<file path="config.mk">
export PLATFORM = sky130hd
export DESIGN_NAME = des_keysearch_ctrl
export DESIGN_NICKNAME = d
export VERILOG_FILES = /design/src/rtl/des_keysearch_ctrl.sv
export SDC_FILE = /design/constraint.sdc
export NUM_CORES = 1
export LEC_CHECK = 0
export CORE_MARGIN = 8
export CORE_UTILIZATION = 55
export DETAILED_ROUTE_END_ITERATION = 10
export PLACE_DENSITY_LB_ADDON = 0.05
export SYNTH_ARGS = -nofsm -noshare
export SYNTH_HDL_FRONTEND = slang
export SYNTH_SLANG_ARGS = --single-unit
</file>
<file path="constraint.sdc">
create_clock -name clk -period 11.2 [get_ports clk]
set_clock_uncertainty 0.1 [all_clocks]
set_input_delay 2.24 -clock clk [delete_from_list [all_inputs] [get_ports clk]]
set_output_delay 2.24 -clock clk [all_outputs]
set_load 0.03 [all_outputs]
</file>
<file path="src/rtl/des_keysearch_ctrl.sv">
// des_keysearch_ctrl: walks an inclusive 56-bit key range into a pipelined DES engine and records the first key whose result matches the target
module des_keysearch_ctrl #(
  parameter int KEY_W = 56,
  parameter int BLK_W = 64,
  parameter int DEPTH = 8
) (
  input  logic             clk,
  input  logic             rst,
  input  logic             start,
  input  logic [KEY_W-1:0] start_key,
  input  logic [KEY_W-1:0] end_key,
  input  logic [BLK_W-1:0] target,
  input  logic             abort,
  output logic             key_valid,
  input  logic             key_ready,
  output logic [BLK_W-1:0] key_out,
  input  logic             res_valid,
  input  logic [BLK_W-1:0] res_data,
  output logic             busy,
  output logic             done,
  output logic             found,
  output logic [KEY_W-1:0] found_key,
  output logic [KEY_W-1:0] keys_tried
);
  localparam int AW = $clog2(DEPTH);
  typedef enum logic [1:0] {IDLE, RUN, DRAIN, DONE} state_t;
  state_t r_state, w_state_nxt;
  logic [KEY_W-1:0] r_next_key, r_end_key, r_found_key, r_keys_tried;
  logic [BLK_W-1:0] r_target;
  logic [KEY_W-1:0] r_fifo [DEPTH];
  logic [AW-1:0] r_wp, r_rp;
  logic [AW:0] r_cnt, w_cnt_nxt;
  logic r_last, r_found, w_start, w_issue, w_pop, w_hit, w_last_nxt;
  assign w_start = start && (r_state == IDLE || r_state == DONE);
  // the count never exceeds DEPTH, so its top bit alone means "full"
  assign key_valid = r_state == RUN && !r_last && !r_cnt[AW];
  assign w_issue = key_valid && key_ready;
  assign w_pop = (r_state == RUN || r_state == DRAIN) && res_valid && r_cnt != '0;
  assign w_hit = r_state == RUN && w_pop && res_data == r_target;
  assign w_cnt_nxt = r_cnt + (AW+1)'(w_issue) - (AW+1)'(w_pop);
  assign w_last_nxt = r_last || (w_issue && r_next_key == r_end_key);
  assign busy = r_state == RUN || r_state == DRAIN;
  assign done = r_state == DONE;
  assign found = r_found;
  assign found_key = r_found_key;
  assign keys_tried = r_keys_tried;
  always_comb begin
    key_out = '0;
    for (int i = 0; i < 8; i++) begin
      key_out[8*i+1 +: 7] = r_next_key[7*i +: 7];
      key_out[8*i] = ~^r_next_key[7*i +: 7];
    end
  end
  always_comb begin
    w_state_nxt = r_state;
    case (r_state)
      IDLE, DONE: w_state_nxt = w_start ? RUN : r_state;
      RUN: w_state_nxt = (w_hit || abort) ? DRAIN : (w_last_nxt && w_cnt_nxt == '0) ? DONE : RUN;
      DRAIN: w_state_nxt = w_cnt_nxt == '0 ? DONE : DRAIN;
      default: w_state_nxt = IDLE;
    endcase
  end
  always_ff @(posedge clk) begin
    if (rst) r_state <= IDLE;
    else r_state <= w_state_nxt;
  end
  always_ff @(posedge clk) begin
    if (w_issue) r_fifo[r_wp] <= r_next_key;
  end
  always_ff @(posedge clk) begin
    if (rst) begin
      r_next_key <= '0;
      r_end_key <= '0;
      r_target <= '0;
      r_found <= 1'b0;
      r_found_key <= '0;
      r_keys_tried <= '0;
      r_last <= 1'b0;
      r_cnt <= '0;
      r_wp <= '0;
      r_rp <= '0;
    end else begin
      r_cnt <= w_cnt_nxt;
      if (w_issue) r_wp <= r_wp + AW'(1);
      if (w_pop) r_rp <= r_rp + AW'(1);
      if (w_start) begin
        r_next_key <= start_key;
        r_end_key <= end_key;
        r_target <= target;
        r_found <= 1'b0;
        r_found_key <= '0;
        r_keys_tried <= '0;
        r_last <= 1'b0;
      end else begin
        if (w_issue) begin
          r_last <= w_last_nxt;
          r_next_key <= r_next_key == r_end_key ? r_next_key : r_next_key + KEY_W'(1);
        end
        if (w_pop && r_state == RUN) r_keys_tried <= r_keys_tried + KEY_W'(1);
        if (w_hit) begin
          r_found <= 1'b1;
          r_found_key <= r_fifo[r_rp];
        end
      end
    end
  end
endmodule
</file>
Word-level counts from Yosys, hierarchy flattened

Memory sizes are Yosys's and may differ from the RTL's. A register that Yosys moved wholly into a read port is not among the register bits.
Index checks and enable logic that the tools add are counted.

Register bits: 246
Latch bits: 0
Memory bits (writable): 448
ROM bits: 0
Bits of input ports: 246
Output and inout port bits: 180
Word-level logic and storage cells: 65
Memories kept: 1

Memory list:

| memory | depth | bits a word | read ports | clocked after memory_dff | wr ports | RTL line | text |
|---|---|---|---|---|---|---|---|
| r_fifo | 8     | 56          | 1          | 1                        | 1        | 30       | `logic [KEY_W-1:0] r_fifo [DEPTH];` |

$add $sub $neg: 6
Multiply operators: 0
Div/mod/pow operators: 0
$lt $le $gt $ge: 0
Equal/unequal tests: 7
Shifts and indexed selects: 0
Multiplexer cells: 10
Bitwise logic cells: 0
Reductions and logical operators: 31

Operator list:

| cell                                                                  | count |
|---|---|
| 56-bit 2-to-1 mux                                                     | 3 |
| 56-bit by 1-bit adder with 56-bit output, second input constant       | 2 |
| 64-bit equality test                                                  | 1 |
| 56-bit equality test                                                  | 1 |
| 7-bit XNOR reduction                                                  | 8 |
| 1-bit logical AND                                                     | 10 |
| 3-bit by 1-bit adder with 3-bit output, second input constant         | 2 |
| 2-bit 2-to-1 mux                                                      | 3 |
| 2-bit one-hot mux with 3 select lines                                 | 1 |
| 4-bit by 1-bit adder with 4-bit output                                | 1 |
| 2-bit equality test, second input constant                            | 2 |
| 4-bit zero test                                                       | 1 |
| 1-bit logical OR                                                      | 4 |
| 2-bit inequality test, second input constant                          | 2 |
| 4-bit nonzero test                                                    | 1 |
| 2-bit OR reduction                                                    | 2 |
| 4-bit by 1-bit subtractor with 4-bit output                           | 1 |
| 1-bit 2-to-1 mux                                                      | 3 |
| 2-bit by 1-bit equality test with 1-bit output, second input constant | 1 |
| 1-bit zero test                                                       | 2 |
| 2-bit zero test                                                       | 1 |
| 2-bit AND reduction                                                   | 1 |
| 2-bit nonzero test                                                    | 1 |

Logic depth before layout (Yosys ltp)

Gate-level depths: netlist of run 1.

Word-level depth: 11
Depth in mapped cells: 15
Mapped depth without buffers: 13

Least setup slack after synthesis of run 1

No wires, ideal clock.

Path type: input-to-reg
Start point: input port key_ready
End point: memory r_fifo[2][0] (enable)
Setup time: 628 ps
Data arrival time: 8583 ps
Data required time: 10472 ps
Path slack: 1890 ps
Stages on the path: 4
Buffers on the path: 2
Cells stage by stage: nand2_1 -> clkbuf_1 -> buf_1 -> nor4b_1

Longest elaborated chain between the ends: 3

Ends and longest elaborated chain:

| item                                   | RTL line | text |
|---|---|---|
| start: declaration                     | 15       | `input logic key_ready,` |
| 1-bit logical AND                      | 37       | `assign w_issue = key_valid && key_ready;` |
| 1-bit 2-to-1 mux                       | 68       | `if (w_issue) r_fifo[r_wp] <= r_next_key;` |
| 1-bit 2-to-1 mux (not written as such) | 68       |  |
| end: declaration                       | 30       |  |

No other way between the ends.

Worst setup path in the final report of run 1

Start point: register r_next_key[14]
End point: output port key_out[16]

Longest elaborated chain between the ends: 1

Ends and longest elaborated chain:

| item                     | RTL line | text |
|---|---|---|
| start: declaration       | 28       | `logic [KEY_W-1:0] r_next_key, r_end_key, r_found_key, r_keys_tried;` |
| start signal: assignment | 87       | `r_next_key <= start_key;` |
| start signal: assignment | 97       | `r_next_key <= r_next_key == r_end_key ? r_next_key : r_next_key + KEY_W'(1);` |
| 7-bit XNOR reduction     | 51       | `key_out[8*i] = ~^r_next_key[7*i +: 7];` |
| end: declaration         | 16       | `output logic [BLK_W-1:0] key_out,` |

No other way between the ends.

==> impl_metrics.tcl, run 1 <==
set metrics [dict create \
    synth-warning-count 0 \
    slew_headroom_pct 23.8 \
    final_area_mm2 0.0385 \
    die_height_um 253 \
    fin_nets 3031 \
    grt_pass1_wl_mm 129 \
    start_util_pct 55.2 \
    cts_buffers 76 \
    io_pins 426 \
    ir_drop_mv 0.215 \
    ys_seq_area_share_pct 63.1 \
    hold_violations 0 \
    synth_fa_ha_area_share_pct 1.44 \
    drv_slew 0 \
    hold_class "flip-flop to flip-flop" \
    path_clk_slew_ps 60 \
    synth.cell_area_mm2 0.0309 \
    seqPwrFrac_pct 43.8 \
    fin_crit_ps 5390 \
    synth_top_family_by_area "simple AND/OR/NAND/NOR gates" \
    setup_viol 0 \
    vias 20848 \
    synthCells 2352 \
    path_class "flip-flop to output pin" \
    vias_per_cell 5.83 \
    path_max_fanout 13 \
    placed_cells 3428 \
    cts_hold_buf 0 \
    rr_worst_depth 11 \
    fmax_ghz 0.186 \
    post_cts_resized 0 \
    dr.pass1.iters 5 \
    first_iter_violations 1539 \
    p_sw_share_pct 31.8 \
    dpl_cell_area_mm2 0.0359 \
    outcome "completed" \
    synth.mux.area_fraction_pct 10.0 \
    critical_path_arrival_ps 3050 \
    gp_congestion 0.903 \
    grt_max_degree 109 \
    leakage_nw 12.9 \
    clock-sinks 750 \
    routedWlPerCell_um 24.2 \
    htreeDepth 3 \
    root_buffer "clkbuf_16" \
    grt_pass1_vias 20754 \
    synth_simple_gate_area_share_pct 11.1 \
    drc 0 \
    syn_area_per_cell_um2 13.1 \
    antenna_found_initial 11 \
    internal_power_mw 5.66 \
    synth_fp_nets 2633 \
    synth-compound-area-share_pct 5.70 \
    synthDistinctLibCells 56 \
    rows 87 \
    synth_edf_count 448 \
    rrSetupSlack_ps 7170 \
    port_buffers 425 \
    rsz0062_at_grt "false" \
    hold_path.startpoint "r_target[21]" \
    ys_async_sr_fraction_pct 0 \
    r2r_end "found_key[24]" \
    worst_skew_pair.late_latency_ps 620 \
    grt_usage_pct 26.6 \
    fin_crit_sh_pct 48.1 \
    area_growth_pct 24.5 \
    coreArea_mm2 0.0560 \
    holdPathEnd "r_target[21]" \
    synth-seq-cells 750 \
    hold_ws_ps 364 \
    antenna_left 0 \
    synthXorXnorAreaFrac_pct 6.47 \
    dp_hpwl_mm 57.6 \
    layout.cells.non_filler 3579 \
    worstMarginPinSlew_ps 1140 \
    synthFlopType "edfxtp_1" \
    pwr-share-clk_pct 31.1 \
    drive_gt1_share_pct 10.5 \
    grt_overflow 0 \
    combinationalPowerShare_pct 25.1 \
    clockBufferDepth 3 \
    fin_tns_setup_ps 0 \
    crit_path_end_kind "output pin" \
    p_sw_mw 2.64 \
    power.density_mw_per_mm2 216 \
    die_w_um 253 \
    drv_cap 0 \
    worstSetupStartpointType "flip-flop" \
    drt-total-wl_mm 86.6 \
    holdPathStages 2 \
    dieArea_mm2 0.0640 \
    worstReg2RegStart "r_state[0]" \
    cts_tree "done" \
    cts_setup_buffers 0 \
    cp_data_required_time_ps 8860 \
]
-- power groups by stage --
stage	Clock, mW	Combinational [mW]	Sequential [mW]
2_1_floorplan	0	1.26	3.63
3_3_place_gp	0	2.06	3.67
3_5_place_dp	0	2.08	3.68
4_1_cts	2.62	2.10	3.63
5_1_grt	2.72	2.24	3.66
6_report	2.58	2.09	3.63
-- cells in the mapped netlist, types with 10 or more instances --
cell      number  area share (%)
a21oi_1      140             2.3
mux2i_1       58             1.9
xor2_1       134             3.8
nor3_1        31            0.50
clkbuf_1     104             1.3
nand3_1       28            0.45
dfxtp_1      302              20
mux4_2       112             8.2
nand2_1      295             3.6
xnor2_1       94             2.7
and3_1        20            0.41
inv_1         21            0.26
and2_1        11            0.22
nand4_1       32            0.65
buf_1         10            0.12
nor2_1       173             2.1
nor4_1        46            0.93
ha_1          34             1.4
and4_1        20            0.57
o21ai_0       19            0.31
edfxtp_1     448              44
or3_1         19            0.38
buf_2         28            0.45
a211oi_1     100             2.4
-- sequential cells by signal, summed over array words and instances, names as in the netlist --
signal      count
r_fifo        448
r_target       64
found_key      56
keys_tried     56
r_end_key      56
r_next_key     56
r_cnt           4
r_rp            3
r_wp            3
r_state         2
found           1
r_last          1
-- logic make-up after synthesis --
kind of cell / count (synthesis)
multiplexers: 170
buffers and inverters: 165
flip-flops: 750
adder cells (fa/ha/maj): 35
AO/OA/AOI/OAI: 286
AND/OR/NAND/NOR: 718
XOR/XNOR: 228
-- critical path: stages (launching register included) --
cell and delay (ps):
dfxtp_1 890, ha_1 370, xnor2_1 140, xnor2_1 310, clkdlybuf4s50_1 740
-- stage by stage --
| stage | utilization [%] | power, mW | setup slack (ps) |
|---|---|---|---|
| 4_1_cts | 68.7 | 8.34 | 5800 |
| 6_report | 68.7 | 8.29 | 5810 |
| 2_1_floorplan | - | 4.89 | 1890 |
| 3_5_place_dp | 64.1 | 5.77 | 5320 |
| 3_3_place_gp | 64.1 | 5.73 | 5550 |
| 5_1_grt | 68.7 | 8.62 | 5700 |
-- cell usage in the layout, fill, tap and decap left out, drive strengths merged, types with 3 or more instances in the layout --
master,Yosys,layout
a211oi,100,100
a21bo,3,3
a21o,3,3
a21oi,140,140
a311oi,9,9
and2,12,12
and3,20,20
and4,20,20
buf,40,40
bufinv,0,7
clkbuf,104,111
clkdlybuf4s50,0,424
clkinv,0,20
dfxtp,302,302
diode,0,9
edfxtp,448,448
ha,34,34
inv,21,23
mux2i,58,58
mux4,112,112
nand2,297,297
nand3,28,28
nand3b,6,6
nand4,33,33
nor2,174,174
nor2b,6,6
nor3,31,31
nor3b,5,5
nor4,49,49
nor4b,6,6
o21ai,23,23
or2,3,3
or3,19,19
xnor2,94,94
xor2,134,134
-- per-layer routing --
layer | track usage (%) | up-vias | part of all wire, %
met3 | 6.65 | 148 | 8.7
met4 | 8.63 | 12 | 2.8
li1 | - | 9486 | -
met2 | 42.9 | 854 | 47
met1 | 35.4 | 10348 | 41
met5 | 0 | - | 0.092
-- worst max path at each step --
stage | start | end | slack [ps] | depth (start not counted)
after global placement | res_data[6] | found_key[26] | 5550 | 10
final | r_next_key[14] | key_out[16] | 5810 | 4
after floorplan | key_ready | r_fifo[2][0] | 1890 | 4
after detailed placement | res_data[6] | found_key[28] | 5320 | 10
after global routing | res_data[6] | found_key[28] | 5700 | 10
after CTS | r_next_key[51] | key_out[56] | 5800 | 4
-- layout make-up --
type                       count  area, µm²
antenna                        9       22.5
clock buffer                 111       2210
clock inverter                31        363
fill                        4007      17500
inverter                      21       78.8
multi-input combinational   1437      10800
sequential                   750      19500
tap                          756        946
timing repair buffer         464       4550
(Power assumes the default switching activity.)
==> run 2: changes to the inputs <==
clock period = 5 ns   (was 11.2 ns; I/O delays follow)
==> impl_metrics.tcl, run 2 (synthesis gave the netlist of run 1 again) <==
set metrics [dict create \
    drive_gt1_share_pct 11.1 \
    drt-met1-wl_mm 35.8 \
    r2r_end "r_next_key[2]" \
    cpMaxStageDelayCell "dfxtp_1" \
    path_clk_slew_ps 60 \
    met3_length_mm 6.84 \
    post_cts_resized 0 \
    worstSetupStartpointType "flip-flop" \
    fmax_ghz 0.241 \
    cts_setup_buffers 0 \
    clockBufferDepth 3 \
    io_pins 426 \
    rsz0062_at_grt "false" \
    setup_viol 0 \
    htreeDepth 3 \
    drv_slew 0 \
    max_stage_delay_ps 860 \
    slew_headroom_pct 35.0 \
    finish.utilization_pct 69.1 \
    leakage_nw 13.0 \
    fin_crit_ps 4150 \
    placed_cells 3443 \
    area_growth_pct 25.3 \
    first_iter_violations 1541 \
    fin_ws_ps 846 \
    start_util_pct 55.2 \
    clock-sinks 750 \
    cts_tree "done" \
    fin_tns_setup_ps 0 \
    worst_skew_pair.late_latency_ps 610 \
    drc 0 \
    largestRegisters "r_fifo (448), r_target (64)" \
    nFillCells 4060 \
    drt-total-wl_mm 85.3 \
    path_class "flip-flop to output pin" \
    vias_per_cell 5.76 \
    cts_hold_buf 0 \
    layout.cells.non_filler 3592 \
    dp_hpwl_mm 57.2 \
    largest-register "r_fifo" \
    crit_family "flip-flops" \
    root_buffer "clkbuf_16" \
    final_common_cell "edfxtp_1" \
    outcome "completed" \
    highest_layer "met5" \
    finalPower_mw 18.6 \
    gp_congestion 0.890 \
    rows 87 \
    coreArea_mm2 0.0560 \
    drv_cap 0 \
    port_buffers 425 \
    final_area_mm2 0.0387 \
    mostFrequentLayoutCells "448 x edfxtp_1, 424 x clkdlybuf4s50_1, 299 x dfxtp_1" \
    rrSetupSlack_ps 1330 \
    antenna_found_initial 12 \
    vias 20691 \
    grt_pass1_vias 20743 \
    holdPathStages 2 \
    hold_ws_ps 366 \
    grt_overflow 0 \
    grt_usage_pct 26.1 \
    grt_pass1_wl_mm 127 \
    antenna_left 0 \
    die_height_um 253 \
    rr_worst_depth 7 \
    path_cells "ha_1 -> xnor2_1 -> xnor2_1 -> clkdlybuf4s50_1" \
    die_w_um 253 \
    dpl_worst_slack_ps 1110 \
    hold_violations 0 \
    routedWlPerCell_um 23.7 \
    fin_nets 3047 \
    grt_max_degree 144 \
    ir_drop_mv 0.462 \
    dieArea_mm2 0.0640 \
    cp_data_required_time_ps 3900 \
    hold_class "flip-flop to flip-flop" \
    worstMarginPinSlew_ps 975 \
    critical_path_arrival_ps 3050 \
    fin_crit_sh_pct 83.1 \
    worstReg2RegStart "r_next_key[46]" \
    wl_met2_mm 41.1 \
    dr.pass1.iters 5 \
    dpl_cell_area_mm2 0.0361 \
    hold_path.startpoint "r_end_key[9]" \
    holdPathEnd "r_end_key[9]" \
    cts_buffers 77 \
    power.density_mw_per_mm2 481 \
    largest_reg_flops 448 \
    crit_path_end_kind "output pin" \
    crit_buf_inv 1 \
    path_max_fanout 14 \
    cpMostUsedCell "xnor2_1" \
]
[run 2: cell types whose count changed in the layout (fill, tap and decap cells not counted), moves of 2 or more]
cell,delta
buf_12,+7
buf_4,+8
bufinv_16,-2
clkbuf_1,-3
clkbuf_16,+2
clkbuf_8,+2
clkinv_1,+2
clkinvlp_4,-2
diode_2,-3
inv_6,-2
[run 2: area by class of cell]
cell class / count / area [µm²] / area share, %
clock buffer: 114 / 2290 / 5.91
antenna: 6 / 15.0 / 0.0388
tap: 756 / 946 / 2.45
clock inverter: 29 / 297 / 0.767
multi-input combinational: 1437 / 10800 / 27.9
sequential: 750 / 19500 / 50.4
inverter: 21 / 78.8 / 0.204
timing repair buffer: 479 / 4750 / 12.3
[run 2: how the worst max path moves through the flow]
stage,startpoint,cells after the start,end,slack (ps)
after floorplan,r_state[1],7,r_fifo[3][0],-1800
after CTS,r_next_key[26],4,key_out[24],830
after global placement,res_valid,7,keys_tried[40],1300
final,r_next_key[26],4,key_out[24],850
after detailed placement,res_valid,7,keys_tried[39],1110
after global routing,r_next_key[26],4,key_out[24],710
[run 2: power breakdown]
group	switching [mW]	internal, mW
registers	0.761	7.28
clock network	2.35	3.44
logic	2.77	2.02
[run 2: worst min-delay path, cell delays in order, from the launching register on]
cell and delay [ps]:
dfxtp_1 320, nand2_1 50, a21oi_1 50
[run 2: layer usage]
metal / GRT usage [%] / vias up
li1: - / 9490
met1: 35.1 / 10316
met2: 42.8 / 765
met3: 6.59 / 112
met4: 5.67 / 8
met5: 0 / -
==> run 3: changes to the inputs <==
CORE_UTILIZATION = 50   (was 55)
clock period = 3.4 ns   (was 5 ns; I/O delays follow)
==> impl_metrics.tcl, run 3 (synthesis gave the netlist of run 1 again) <==
set metrics [dict create \
    rsz0062_at_grt "false" \
    largestRegisters "r_fifo (448), r_target (64)" \
    mostFrequentLayoutCells "448 x edfxtp_1, 417 x clkdlybuf4s50_1, 292 x nand2_1, 292 x dfxtp_1, 172 x nor2_1" \
    path_class "flip-flop to output pin" \
    worstReg2RegStart "r_state[0]" \
    grt_usage_pct 24.4 \
    crit_buf_inv 1 \
    grt_pass1_vias 21022 \
    gp_congestion 0.931 \
    largest-register "r_fifo" \
    clockBufferDepth 3 \
    slew_headroom_pct 36.1 \
    root_buffer "clkbuf_16" \
    holdPathEnd "r_end_key[20]" \
    dpl_worst_slack_ps 144 \
    r2r_end "keys_tried[52]" \
    antenna_found_initial 11 \
    cp_data_required_time_ps 2620 \
    crit_path_end_kind "output pin" \
    dieArea_mm2 0.0700 \
    largest_reg_flops 448 \
    first_iter_violations 1701 \
    grt_max_degree 102 \
    cpMostUsedCell "xnor2_1" \
    cts_tree "done" \
    multi_input_area_mm2 0.0109 \
    ir_drop_mv 0.673 \
    outcome "completed" \
    leakage_nw 13.4 \
    antenna_left 0 \
    dr.pass1.iters 5 \
    fin_crit_ps 3270 \
    hold_class "primary input to flip-flop" \
    die_height_um 265 \
    area_growth_pct 27.7 \
    drc 0 \
    critical_path_arrival_ps 2490 \
    grt_overflow 0 \
    hold_path.startpoint "rst" \
    vias_per_cell 5.63 \
    fin_crit_sh_pct 96.2 \
    fmax_ghz 0.306 \
    worstMarginPinSlew_ps 955 \
    path_max_fanout 5 \
    coreArea_mm2 0.0614 \
    io_pins 426 \
    power.density_mw_per_mm2 702 \
    crit_family "buffers and inverters" \
    rr_worst_depth 10 \
    port_buffers 425 \
    path_cells "ha_1 -> xnor2_1 -> xnor2_1 -> clkdlybuf4s50_1" \
    htreeDepth 3 \
    worstSetupStartpointType "flip-flop" \
    grt_pass1_wl_mm 130 \
    seq_area_mm2 0.0195 \
    holdPathStages 2 \
    drt-total-wl_mm 87.7 \
    drive_gt1_share_pct 13.2 \
    hold_violations 0 \
    rows 91 \
    dp_hpwl_mm 59.7 \
    cts_buffers 79 \
    die_w_um 265 \
    fin_ws_ps 130 \
    finish.utilization_pct 64.3 \
    drv_cap 0 \
    start_util_pct 50.3 \
    drv_slew 0 \
    nFillCells 4539 \
    final_common_cell "edfxtp_1" \
    routedWlPerCell_um 23.8 \
    path_clk_slew_ps 60 \
    cpMaxStageDelayCell "clkdlybuf4s50_1" \
    rrSetupSlack_ps 380 \
    vias 20766 \
    max_stage_delay_ps 700 \
    fin_nets 3107 \
    worst_skew_pair.late_latency_ps 620 \
    setup_viol 0 \
    clock-sinks 750 \
]
## run 3: final cells by class
type,count,area share [%]
Timing Repair Buffer,537,13.8
Antenna cell,7,0.0444
Clock buffer,107,5.64
Sequential cell,750,49.5
Multi-Input combinational cell,1437,27.6
Clock inverter,40,0.799
Tap cell,790,2.51
Inverter,21,0.200
## run 3: routing by layer
layer	track usage [%]	share of wire, %
met5	0	0.047
met4	6.63	2.1
met3	5.39	7.3
met2	39.2	47
met1	33.4	44
## run 3: how the worst max path moves through the flow
stage                   startpoint            end  cells past startpoint
CTS                 r_next_key[40]    key_out[40]                      5
global placement      res_data[18]  found_key[35]                     10
floorplan               r_state[1]   r_fifo[2][0]                      7
global route        r_next_key[29]    key_out[32]                      4
detailed placement    res_data[18]  found_key[37]                     10
finish              r_next_key[29]    key_out[32]                      4
## run 3: through the flow
| stage | hold slack [ps] | area, µm² | power (mW) | cells | setup TNS [ps] |
|---|---|---|---|---|---|
| 6_report | 319 | 39400 | 27.7 | 3689 | 0 |
| 5_1_grt | 318 | 39400 | 28.9 | 3686 | 0 |
| 4_1_cts | 298 | 39400 | 27.9 | 3682 | 0 |
| 3_5_place_dp | 358 | 36900 | 19.5 | 3535 | 0 |
| 3_3_place_gp | 353 | 36900 | 19.4 | 3535 | 0 |
| 2_1_floorplan | 348 | 31000 | 16.1 | 2352 | -33600 |
## run 3: worst reg2reg max path, delay by kind of cell, from the launching register on
family                     cells  cell delay (ps)
AOI/OAI and AO/OA              1              160
adders and majority gates      1              410
buffers and inverters          3              450
DFF                            1              370
and+or+nand+nor                5             1440
## run 3: timing repair
action	CTS	global route
hold buffers	0	0
pin swaps	0	0
setup buffers	0	0
resized for setup	7	5
setup endpoints to repair	5	5
## run 3: report_power, final
group	total, mW	switching (mW)	internal (mW)
Combinational	7.89	4.69	3.20
Sequential	11.4	0.659	10.7
Clock	8.43	3.52	4.90
Total	27.7	8.87	18.8
